File: config.mk
export PLATFORM = sky130hd
export DESIGN_NAME = scr1_accel_mac
export DESIGN_NICKNAME = d
export VERILOG_FILES = /design/src/rtl/scr1_accel_mac.sv
export SDC_FILE = /design/constraint.sdc
export NUM_CORES = 2
export LEC_CHECK = 0
export BUFFER_PORTS_ARGS = -buffer_cell sky130_fd_sc_hd__clkbuf_2
export CORE_MARGIN = 2
export CORE_UTILIZATION = 66
export CTS_BUF_LIST = sky130_fd_sc_hd__clkbuf_2
export DETAILED_ROUTE_END_ITERATION = 12
export HOLD_SLACK_MARGIN = 0.05
export PLACE_DENSITY = 0.83
export SETUP_SLACK_MARGIN = 0.3
export SLEW_MARGIN = 20
export SYNTH_ARGS = -nofsm -noshare
export SYNTH_HDL_FRONTEND = slang
export SYNTH_SLANG_ARGS = --single-unit
File: constraint.sdc
create_clock -name clk -period 54.6 [get_ports clk]
set_input_delay 13.65 -clock clk [delete_from_list [all_inputs] [get_ports clk]]
set_output_delay 13.65 -clock clk [all_outputs]
set_load 0.01 [all_outputs]
File: src/rtl/scr1_accel_mac.sv
// Memory-mapped dot-product / MAC accelerator on the SCR1 dmem interface.
// Optional saturating accumulation: define SCR1_ACCEL_MAC_SAT_EN.

package scr1_accel_mac_pkg;

  localparam int unsigned SCR1_DMEM_AWIDTH = 32;
  localparam int unsigned SCR1_DMEM_DWIDTH = 32;

  typedef enum logic {
    SCR1_MEM_CMD_RD = 1'b0,
    SCR1_MEM_CMD_WR = 1'b1
  } type_scr1_mem_cmd_e;

  typedef enum logic [1:0] {
    SCR1_MEM_WIDTH_BYTE  = 2'b00,
    SCR1_MEM_WIDTH_HWORD = 2'b01,
    SCR1_MEM_WIDTH_WORD  = 2'b10
  } type_scr1_mem_width_e;

  typedef enum logic [1:0] {
    SCR1_MEM_RESP_NOTRDY = 2'b00,
    SCR1_MEM_RESP_RDY_OK = 2'b01,
    SCR1_MEM_RESP_RDY_ER = 2'b10
  } type_scr1_mem_resp_e;

endpackage

module scr1_accel_mac
  import scr1_accel_mac_pkg::*;
#(
  parameter int unsigned DEPTH  = 16,
  parameter int unsigned ELEM_W = 8,
  parameter int unsigned ACC_W  = 32
) (
  input  logic                          clk,
  input  logic                          rst,
  output logic                          dmem_req_ack,
  input  logic                          dmem_req,
  input  type_scr1_mem_cmd_e            dmem_cmd,
  input  type_scr1_mem_width_e          dmem_width,
  input  logic [SCR1_DMEM_AWIDTH-1:0]   dmem_addr,
  input  logic [SCR1_DMEM_DWIDTH-1:0]   dmem_wdata,
  output logic [SCR1_DMEM_DWIDTH-1:0]   dmem_rdata,
  output type_scr1_mem_resp_e           dmem_resp,
  output logic                          irq
);

  localparam int unsigned LANES = 32 / ELEM_W;
  localparam int unsigned IW    = $clog2(DEPTH);
  localparam int unsigned PW    = 2 * ELEM_W;
`ifdef SCR1_ACCEL_MAC_SAT_EN
  localparam int unsigned SUM_W = ACC_W + 8;
`else
  localparam int unsigned SUM_W = ACC_W;
`endif
  localparam logic [8:0] DEPTH_L = 9'(DEPTH);

  typedef enum logic [1:0] {ST_IDLE, ST_RUN, ST_DRAIN} state_e;

  state_e                 state_q, state_d;
  logic                   keep_q, sgn_q, irq_en_q, irq_en_d, done_q, done_d, ovf_q;
  logic [8:0]             len_q;
  logic [ACC_W-1:0]       acc_q, acc_nxt_c;
  logic [31:0]            cycles_q;
  logic [IW-1:0]          idx_q;
  logic [LANES-1:0][PW-1:0] prod_q, prod_c;
  logic                   prod_vld_q;
  logic [31:0]            mem_a [DEPTH];
  logic [31:0]            mem_b [DEPTH];
  logic [SUM_W-1:0]       sum_c;
  logic [63:0]            acc64_c;
  type_scr1_mem_resp_e    resp_q;
  logic [31:0]            rdata_q;
  logic                   irq_q;

  logic [11:0]            a12;
  logic                   wr_c, rd_c, busy_c, go_c, mode_we_c;
  logic                   sel_ctrl, sel_len, sel_lo, sel_hi, sel_cyc, sel_a, sel_b;
  logic [IW-1:0]          buf_idx;
  logic [31:0]            rd_word_c, merged_c, ctrl_rd_c;
  logic [8:0]             efflen_c;
  logic                   addr_unused;

  assign addr_unused  = ^dmem_addr[SCR1_DMEM_AWIDTH-1:12];
  assign dmem_req_ack = 1'b1;
  assign dmem_resp    = resp_q;
  assign dmem_rdata   = rdata_q;
  assign irq          = irq_q;

  // Address decode
  assign a12      = dmem_addr[11:0];
  assign wr_c     = dmem_req && (dmem_cmd == SCR1_MEM_CMD_WR);
  assign rd_c     = dmem_req && (dmem_cmd == SCR1_MEM_CMD_RD);
  assign sel_ctrl = (a12 == 12'h000);
  assign sel_len  = (a12 == 12'h004);
  assign sel_lo   = (a12 == 12'h008);
  assign sel_hi   = (a12 == 12'h00C);
  assign sel_cyc  = (a12 == 12'h010);
  assign sel_a    = (a12[11:8] == 4'h1);
  assign sel_b    = (a12[11:8] == 4'h2);
  assign buf_idx  = IW'(a12[7:2]);

  assign busy_c   = (state_q != ST_IDLE);
  assign efflen_c = (len_q > DEPTH_L) ? DEPTH_L : len_q;
  assign acc64_c  = sgn_q ? 64'($signed(acc_q)) : 64'(acc_q);
  assign ctrl_rd_c = {done_q, busy_c, ovf_q, 25'd0, irq_en_q, sgn_q, keep_q, 1'b0};

  // Sub-word writes only replace the addressed byte/halfword of the current word
  function automatic logic [31:0] merge_wr(input logic [31:0] old, input logic [31:0] wd,
                                           input type_scr1_mem_width_e w, input logic [1:0] off);
    logic [31:0] r;
    r = old;
    case (w)
      SCR1_MEM_WIDTH_BYTE:  r[{off, 3'b000} +: 8]        = wd[7:0];
      SCR1_MEM_WIDTH_HWORD: r[{off[1], 4'b0000} +: 16]   = wd[15:0];
      default:              r                            = wd;
    endcase
    return r;
  endfunction

  always_comb begin
    rd_word_c = '0;
    if (sel_ctrl)     rd_word_c = ctrl_rd_c;
    else if (sel_len) rd_word_c = 32'(len_q);
    else if (sel_lo)  rd_word_c = acc64_c[31:0];
    else if (sel_hi)  rd_word_c = acc64_c[63:32];
    else if (sel_cyc) rd_word_c = cycles_q;
    else if (sel_a)   rd_word_c = mem_a[buf_idx];
    else if (sel_b)   rd_word_c = mem_b[buf_idx];
  end

  assign merged_c  = merge_wr(rd_word_c, dmem_wdata, dmem_width, a12[1:0]);
  assign mode_we_c = wr_c && sel_ctrl && !busy_c;
  assign go_c      = mode_we_c && merged_c[0];

  // Next-state and sticky control bits
  always_comb begin
    state_d  = state_q;
    done_d   = done_q;
    irq_en_d = irq_en_q;
    if (mode_we_c) irq_en_d = merged_c[3];
    case (state_q)
      ST_IDLE: begin
        if (go_c) begin
          done_d  = 1'b0;
          state_d = (efflen_c == 9'd0) ? ST_DRAIN : ST_RUN;
        end
      end
      ST_RUN: begin
        if (9'(idx_q) == efflen_c - 9'd1) state_d = ST_DRAIN;
      end
      ST_DRAIN: begin
        done_d  = 1'b1;
        state_d = ST_IDLE;
      end
      default: state_d = ST_IDLE;
    endcase
  end

  always_ff @(posedge clk or posedge rst) begin
    if (rst) state_q <= ST_IDLE;
    else     state_q <= state_d;
  end

  // Lane multipliers; low PW bits are exact for both signed and unsigned operands
  always_comb begin
    logic [PW-1:0] ax, bx;
    logic [31:0]   wa, wb;
    wa = mem_a[idx_q];
    wb = mem_b[idx_q];
    for (int unsigned k = 0; k < LANES; k++) begin
      ax = {{(PW-ELEM_W){sgn_q & wa[k*ELEM_W+ELEM_W-1]}}, wa[k*ELEM_W +: ELEM_W]};
      bx = {{(PW-ELEM_W){sgn_q & wb[k*ELEM_W+ELEM_W-1]}}, wb[k*ELEM_W +: ELEM_W]};
      prod_c[k] = ax * bx;
    end
  end

  always_comb begin
    sum_c = sgn_q ? SUM_W'($signed(acc_q)) : SUM_W'(acc_q);
    for (int unsigned k = 0; k < LANES; k++)
      sum_c = sum_c + (sgn_q ? SUM_W'($signed(prod_q[k])) : SUM_W'(prod_q[k]));
  end

`ifdef SCR1_ACCEL_MAC_SAT_EN
  localparam logic [ACC_W-1:0] S_MAX = {1'b0, {(ACC_W-1){1'b1}}};
  localparam logic [ACC_W-1:0] S_MIN = {1'b1, {(ACC_W-1){1'b0}}};
  logic sat_hit_c;

  always_comb begin
    sat_hit_c = 1'b0;
    acc_nxt_c = sum_c[ACC_W-1:0];
    if (sgn_q) begin
      if ((sum_c[SUM_W-1:ACC_W-1] != '0) && (sum_c[SUM_W-1:ACC_W-1] != '1)) begin
        sat_hit_c = 1'b1;
        acc_nxt_c = sum_c[SUM_W-1] ? S_MIN : S_MAX;
      end
    end else if (sum_c[SUM_W-1:ACC_W] != '0) begin
      sat_hit_c = 1'b1;
      acc_nxt_c = '1;
    end
  end

  always_ff @(posedge clk or posedge rst) begin
    if (rst)                      ovf_q <= 1'b0;
    else if (go_c && !merged_c[1]) ovf_q <= 1'b0;
    else if (prod_vld_q && sat_hit_c) ovf_q <= 1'b1;
  end
`else
  assign acc_nxt_c = sum_c;
  assign ovf_q     = 1'b0;
`endif

  // Register file, buffers and MAC pipeline
  always_ff @(posedge clk or posedge rst) begin
    if (rst) begin
      keep_q     <= 1'b0;
      sgn_q      <= 1'b0;
      irq_en_q   <= 1'b0;
      done_q     <= 1'b0;
      irq_q      <= 1'b0;
      len_q      <= '0;
      acc_q      <= '0;
      cycles_q   <= '0;
      idx_q      <= '0;
      prod_q     <= '0;
      prod_vld_q <= 1'b0;
      resp_q     <= SCR1_MEM_RESP_NOTRDY;
      rdata_q    <= '0;
      for (int unsigned i = 0; i < DEPTH; i++) begin
        mem_a[i] <= '0;
        mem_b[i] <= '0;
      end
    end else begin
      done_q   <= done_d;
      irq_en_q <= irq_en_d;
      irq_q    <= done_d & irq_en_d;
      resp_q   <= dmem_req ? SCR1_MEM_RESP_RDY_OK : SCR1_MEM_RESP_NOTRDY;
      rdata_q  <= rd_c ? (rd_word_c >> {a12[1:0], 3'b000}) : '0;

      if (mode_we_c) begin
        keep_q <= merged_c[1];
        sgn_q  <= merged_c[2];
      end
      if (wr_c && sel_len && !busy_c) len_q <= merged_c[8:0];
      if (wr_c && sel_a && !busy_c) mem_a[buf_idx] <= merged_c;
      if (wr_c && sel_b && !busy_c) mem_b[buf_idx] <= merged_c;

      if (go_c) begin
        idx_q      <= '0;
        cycles_q   <= '0;
        prod_vld_q <= 1'b0;
        if (!merged_c[1]) acc_q <= '0;
      end else begin
        if (busy_c) cycles_q <= cycles_q + 32'd1;
        prod_vld_q <= (state_q == ST_RUN);
        if (state_q == ST_RUN) begin
          idx_q  <= idx_q + IW'(1);
          prod_q <= prod_c;
        end
        if (prod_vld_q) acc_q <= acc_nxt_c;
      end
    end
  end

endmodule

# Word-level counts from Yosys, hierarchy flattened
# Cells that the tools add are included.
[word_totals] ff_bits=1206 latch_bits=0 ramBits=0 romBits=0 in_bits=70 output_inout_bits=36 mem_count=0
[classes] add_sub_neg=9 multipliers=4 n_div=0 magnitude_cmp=4 n_eq_ne=13 n_shift=5 mux=49 n_bitwise=13 reduce_logical=24
[op_table] operator="$bwmux W512" n=2
[op_table] operator="$mux W32" n=26
[op_table] operator="$bmux W32 S4" n=4
[op_table] operator="$add A32 B32 Y32" n=4
[op_table] operator="$demux W32 S4" n=1
[op_table] operator="$bwmux W32" n=2
[op_table] operator="$mul A9 B9 Y16" n=4
[op_table] operator="$mux W64" n=1
[op_table] operator="$pmux W32 S2" n=1
[op_table] operator="$add A32 B1 Y32 const B" n=1
[op_table] operator="$shift A16 B7 Y32 const A" n=1
[op_table] operator="$shift A8 B7 Y32 const A" n=1
[op_table] operator="$shiftx A16 B7 Y32" n=1
[op_table] operator="$shiftx A8 B7 Y32" n=1
[op_table] operator="$shr A32 B5 Y32" n=1
[op_table] operator="$eq A12 B4 Y1 const B" n=2
[op_table] operator="$neg A5 Y7" n=2
[op_table] operator="$eq A12 B3 Y1 const B" n=1
[op_table] operator="$eq A12 B5 Y1 const B" n=1
[op_table] operator="$logic_and A1 B1 Y1" n=12
[op_table] operator="$logic_not A12 Y1" n=1
[op_table] operator="$ge A5 B5 Y1 const B" n=2
[op_table] operator="$not A4 Y5" n=2
[op_table] operator="$and A1 B1 Y1" n=9
[op_table] operator="22 further kinds" n=38

# Longest topological paths before layout
[depth] depth_word=17 mapped_depth=32

# Worst setup path before layout
# Ideal clock, no wire load.
[synth_path] path_kind="in2reg" startpoint="in dmem_addr[1]" endpoint="reg mem_a[122] in the netlist's numbering" t_arrival_ps=16995 slack_ps=37528 stages=16 path_buffers=6 path_cell_list="clkbuf_1 -> clkinv_1 -> clkbuf_1 -> ha_1 -> or4b_2 -> nor3_1 -> buf_2 -> buf_2 -> clkbuf_1 -> a21oi_1 -> nand2_1 -> a22o_1 -> nor2_1 -> o211a_2 -> buf_4 -> a21oi_1"
[synth_via] elab_chain_cells=9
[synth_rtl] item="from (decl)" line="41" source="input logic [SCR1_DMEM_AWIDTH-1:0] dmem_addr,"
[synth_rtl] item="branches (longest 7 deep; another with $neg A5 Y7)"
[synth_rtl] item="$pmux W32 S2 *" line="113" source="case (w)"
[synth_rtl] item="$bwmux W512 *" line="245" source="if (wr_c && sel_a && !busy_c) mem_a[buf_idx] <= merged_c;"
[synth_rtl] item="to (signal, indexed assignment)" line="245"
[synth_rtl] item="to (decl)" line="68" source="logic [31:0] mem_a [DEPTH];"
# Mark *: on every way between the ends.
# A chain may end at the register's enable or synchronous reset.

# Worst setup path after layout
[layout_path] startpoint="in dmem_addr[2]" endpoint="reg mem_a[405] in the netlist's numbering"
[layout_via] elab_chain_cells=14
[layout_rtl] item="$not A4 Y5 (not written as such)" line="128, 129, 245"
[layout_rtl] item="$bmux W32 S4" line="129" source="else if (sel_b) rd_word_c = mem_b[buf_idx];"
[layout_rtl] item="$mux W32 (not written as such) (2 in series)" line="129"
[layout_rtl] item="$mux W32" line="129"
[layout_rtl] item="$mux W32" line="128" source="else if (sel_a) rd_word_c = mem_a[buf_idx];"
[layout_rtl] item="$mux W32" line="127" source="else if (sel_cyc) rd_word_c = cycles_q;"
[layout_rtl] item="$mux W32" line="126" source="else if (sel_hi) rd_word_c = acc64_c[63:32];"
[layout_rtl] item="$mux W32" line="125" source="else if (sel_lo) rd_word_c = acc64_c[31:0];"
[layout_rtl] item="$mux W32" line="124" source="else if (sel_len) rd_word_c = 32'(len_q);"
[layout_rtl] item="$mux W32" line="123" source="if (sel_ctrl) rd_word_c = ctrl_rd_c;"
[layout_rtl] item="$bwmux W32 (on tied branches)" line="115, 114"
[layout_rtl] item="$pmux W32 S2" line="113"
[layout_rtl] item="$bwmux W512 *" line="245"
# Mark *: on every way between the ends. The rest lies on a longest branch, timed or not. The select of a mux whose other input is x is not followed.

==> impl_metrics.yaml <==
worst_setup_path:
  cp.required_ns: 56.05
  r2r-start: "idx_q[1]$_DFFE_PP0P_"
  reg2regPathDepth: 23
  setup.worst_path.class: "primary input to register"
  timing.critical_path.from_type: "primary input"
  arrival_ns: 20.29
  critical_path.endpoint_type: "register"
  timing.critical_path.from: "dmem_addr[2]"
  ff2ff_setup_slack_ns: 45.38
  r2r_end: "prod_q[15]$_DFFE_PP0P_"
  worst_path_max_fanout: 80
placed_design:
  port-buffer-count: 83
  dp.final_hpwl_um: 148000
  routabilityCongestion: 0.990
  placed_area_sq_um: 76600
route:
  drt_wl_total_um: 229000
  vias_per_cell: 6.83
  drt-pass1-iter-count: 9
  drt.antenna.violating_nets: 0
  detail_route.wl_per_cell_um: 25.8
  remaining_drc_errors: 0
  total_via_count_in_the_routed_design: 60500
  drt_iter0_markers: 7331
global_route:
  grt.total_usage: 0.398
  grt_pass1_wl_um: 352000
  grt_pass1_vias: 61700
  grt_antenna_before_repair: 7
  globalRoute.totalOverflow: 0
  maximum_number_of_pins_on_one_net_before_global_route_repair: 173
sta:
  max_slew_margin: 0.167
  drv_slew: 0
  tns_ns: 0
  grt_setup_unrepaired: "false"
  transition_at_the_pin_with_the_smallest_max_transition_slack_ns: 1.24
  highest_clock_frequency_the_design_can_meet_mhz: 53.1
  final_period_demand_of_the_worst_path_ns: 18.84
  final_min_period_over_clock_period: 0.345
  timing.final.setup_violations: 0
  final.setup_skew_ns: 0.147
  finalHoldViolations: 0
cells_and_area:
  area_growth_syn_to_layout_pct: 4.83
  num-nets-final: 7742
  final_design_area_no_fill_sq_um: 79300
  drive_gt1_frac: 0.164
power:
  pwr_density_cell_nw_per_um2: 21.8
  internal_power_mw: 1.22
  power_switching_mw: 0.510
  ir_worst_vdd_mv: 0.0193
  sw_frac_of_total: 0.296
  leakagePower_nw: 38.9
  power.share.sequential: 0.547
  p_clk_frac: 0.356
  power_frac_comb: 0.097
clock_network:
  post-cts-setup-buffers: 0
  cts.reportedPaths.clkPinSlew_ns: 0.09
  cts.root.buffer_cell: "clkbuf_2"
  cts_inserted_buffers: 317
  cts_hold_repair.buffers: 0
  tritoncts_clock_tree: "built"
  clk-insertion-delay-late_ns: 1.72
  cts_repair_resize_count: 0
  cts.htree.levels: 5
  clockBufferDepth: 4
  clock-sinks: 1206
synthesis:
  ys_types: 87
  synthArstFlopShare: 1.00
  ys_warn_count: 0
  synthDominantAreaCellType: "dfrtp_1"
  postSynthRegisterBits: 1206
  postSynth.topFlopCell: "dfrtp_1"
  synthTopCellsByCount: "dfrtp_1, nor2_1, a21oi_1, nand2_1, mux4_2"
  synthesis.instances: 7194
  post_synthesis_cell_area_sq_um: 75600
  synth-edff-count: 0
  share_of_the_yosys_chip_area_belonging_to_registers: 0.399
  synth.area.top_cells: "dfrtp_1, mux4_2, fa_1"
  syn_nets: 7780
  synthMostInstantiatedCell: "dfrtp_1"
  yosys.area.top_type_share: 0.399
  synthesis.area_per_instance_sq_um: 10.5
worst_hold_path:
  worst_hold_path.endpoint: "prod_q[48]$_DFFE_PP0P_"
  holdCritStartpoint: "prod_q[48]$_DFFE_PP0P_"
  whs_path_depth: 2
  worst_hold_path_type: "register to register"
floorplanning:
  num_io_pins: 106
  die_w_um: 342
  core_sq_um: 114000
  row_count: 124
  initial_utilization: 0.663
  die_h_um: 342
  dieArea_sq_um: 117000
flow_run:
  cap_violations: 0
run_status:
  run_status: "finished clean"
-- per-layer routing --
metal | share of wire | GRT usage | up-vias
met5 | 0.00017 | 0 | -
met4 | 0.067 | 0.241 | 6
met3 | 0.14 | 0.134 | 992
met2 | 0.44 | 0.590 | 4123
met1 | 0.35 | 0.511 | 29900
li1 | - | - | 25500
-- power by group through the flow --
| stage | Combinational (mW) | Clock (mW) | Sequential (mW) |
|---|---|---|---|
| 6_report | 0.168 | 0.614 | 0.944 |
| 4_1_cts | 0.164 | 0.617 | 0.943 |
| 3_5_place_dp | 0.164 | 0 | 0.960 |
| 5_1_grt | 0.180 | 0.666 | 0.947 |
| 3_3_place_gp | 0.159 | 0 | 0.957 |
| 2_1_floorplan | 0.121 | 0 | 0.956 |
-- worst max-delay path, cell delays in order --
cell and delay (ns):
buf_8 0.62, buf_4 0.61, buf_4 0.71, buf_4 0.83, mux4_2 0.61, mux4_2 0.48, a22oi_1 0.77, nand2_1 0.31
a22o_1 0.34, nor2_1 0.12, o211a_2 0.85, o21ai_0 0.21
-- stage by stage --
step / worst slack, ns / hold slack [ns] / total power, mW / std cells / utilization
final: 35.76 / 0.495 / 1.73 / 8862 / 0.695
after global routing: 35.50 / 0.515 / 1.79 / 8860 / 0.695
after CTS: 35.96 / 0.496 / 1.72 / 8856 / 0.695
after detailed placement: 34.19 / 0.475 / 1.12 / 8349 / 0.672
after global placement: 34.22 / 0.467 / 1.12 / 8349 / 0.672
after floorplan: 6.97 / 0.445 / 1.08 / 7194 / -
-- worst max path at each step --
| stage | to | slack, ns | cells after the start |
|---|---|---|---|
| final | mem_a[405]$_DFFE_PP0P_ | 35.76 | 12 |
| after global routing | mem_a[405]$_DFFE_PP0P_ | 35.50 | 12 |
| after CTS | mem_a[405]$_DFFE_PP0P_ | 35.96 | 12 |
| after detailed placement | mem_a[405]$_DFFE_PP0P_ | 34.19 | 12 |
| after global placement | mem_a[405]$_DFFE_PP0P_ | 34.22 | 12 |
| after floorplan | acc_q[0]$_DFFE_PP0P_ | 6.97 | 1 |
-- cell usage in the layout (no fill, tap or decap), drive strengths merged, types with 271 or more instances in the layout --
cell    synthesis  final
dfrtp        1206   1206
a21oi         826    826
fa            344    344
o21ai         485    485
nand2         741    741
mux4          441    441
inv           325    327
clkbuf        368    513
mux2i         271    271
nor2          879    879
-- cell families after synthesis --
| logic type | count (synthesis) | share of synthesized area |
|---|---|---|
| and+or+nand+nor | 1977 | 0.110 |
| AOI/OAI and AO/OA | 1765 | 0.138 |
| DFF | 1206 | 0.399 |
| buffers and inverters | 887 | 0.0507 |
| muxes | 720 | 0.168 |
| adders and majority gates | 516 | 0.120 |
| xor gates and xnor gates | 121 | 0.0140 |
| other | 2 | 0.0000993 |
-- area by class of cell --
type	instances	area [sq um]
Antenna cell	6	15.0
Inverter	326	1230
Sequential cell	1206	30200
Fill cell	8028	34800
Clock inverter	74	423
Multi-Input combinational cell	5101	41900
Tap cell	1512	1890
Timing Repair Buffer	204	1410
Clock buffer	433	2170
-- registers in the layout (all words and copies together), names as in the netlist --
signal / count
acc_q: 32
cycles_q: 32
dmem_rdata: 32
dmem_resp: 1
done_q: 1
idx_q: 4
irq: 1
irq_en_q: 1
keep_q: 1
len_q: 9
mem_a: 512
mem_b: 512
prod_q: 64
prod_vld_q: 1
sgn_q: 1
state_q: 2
Note: power is estimated with default switching activity, not from simulation.
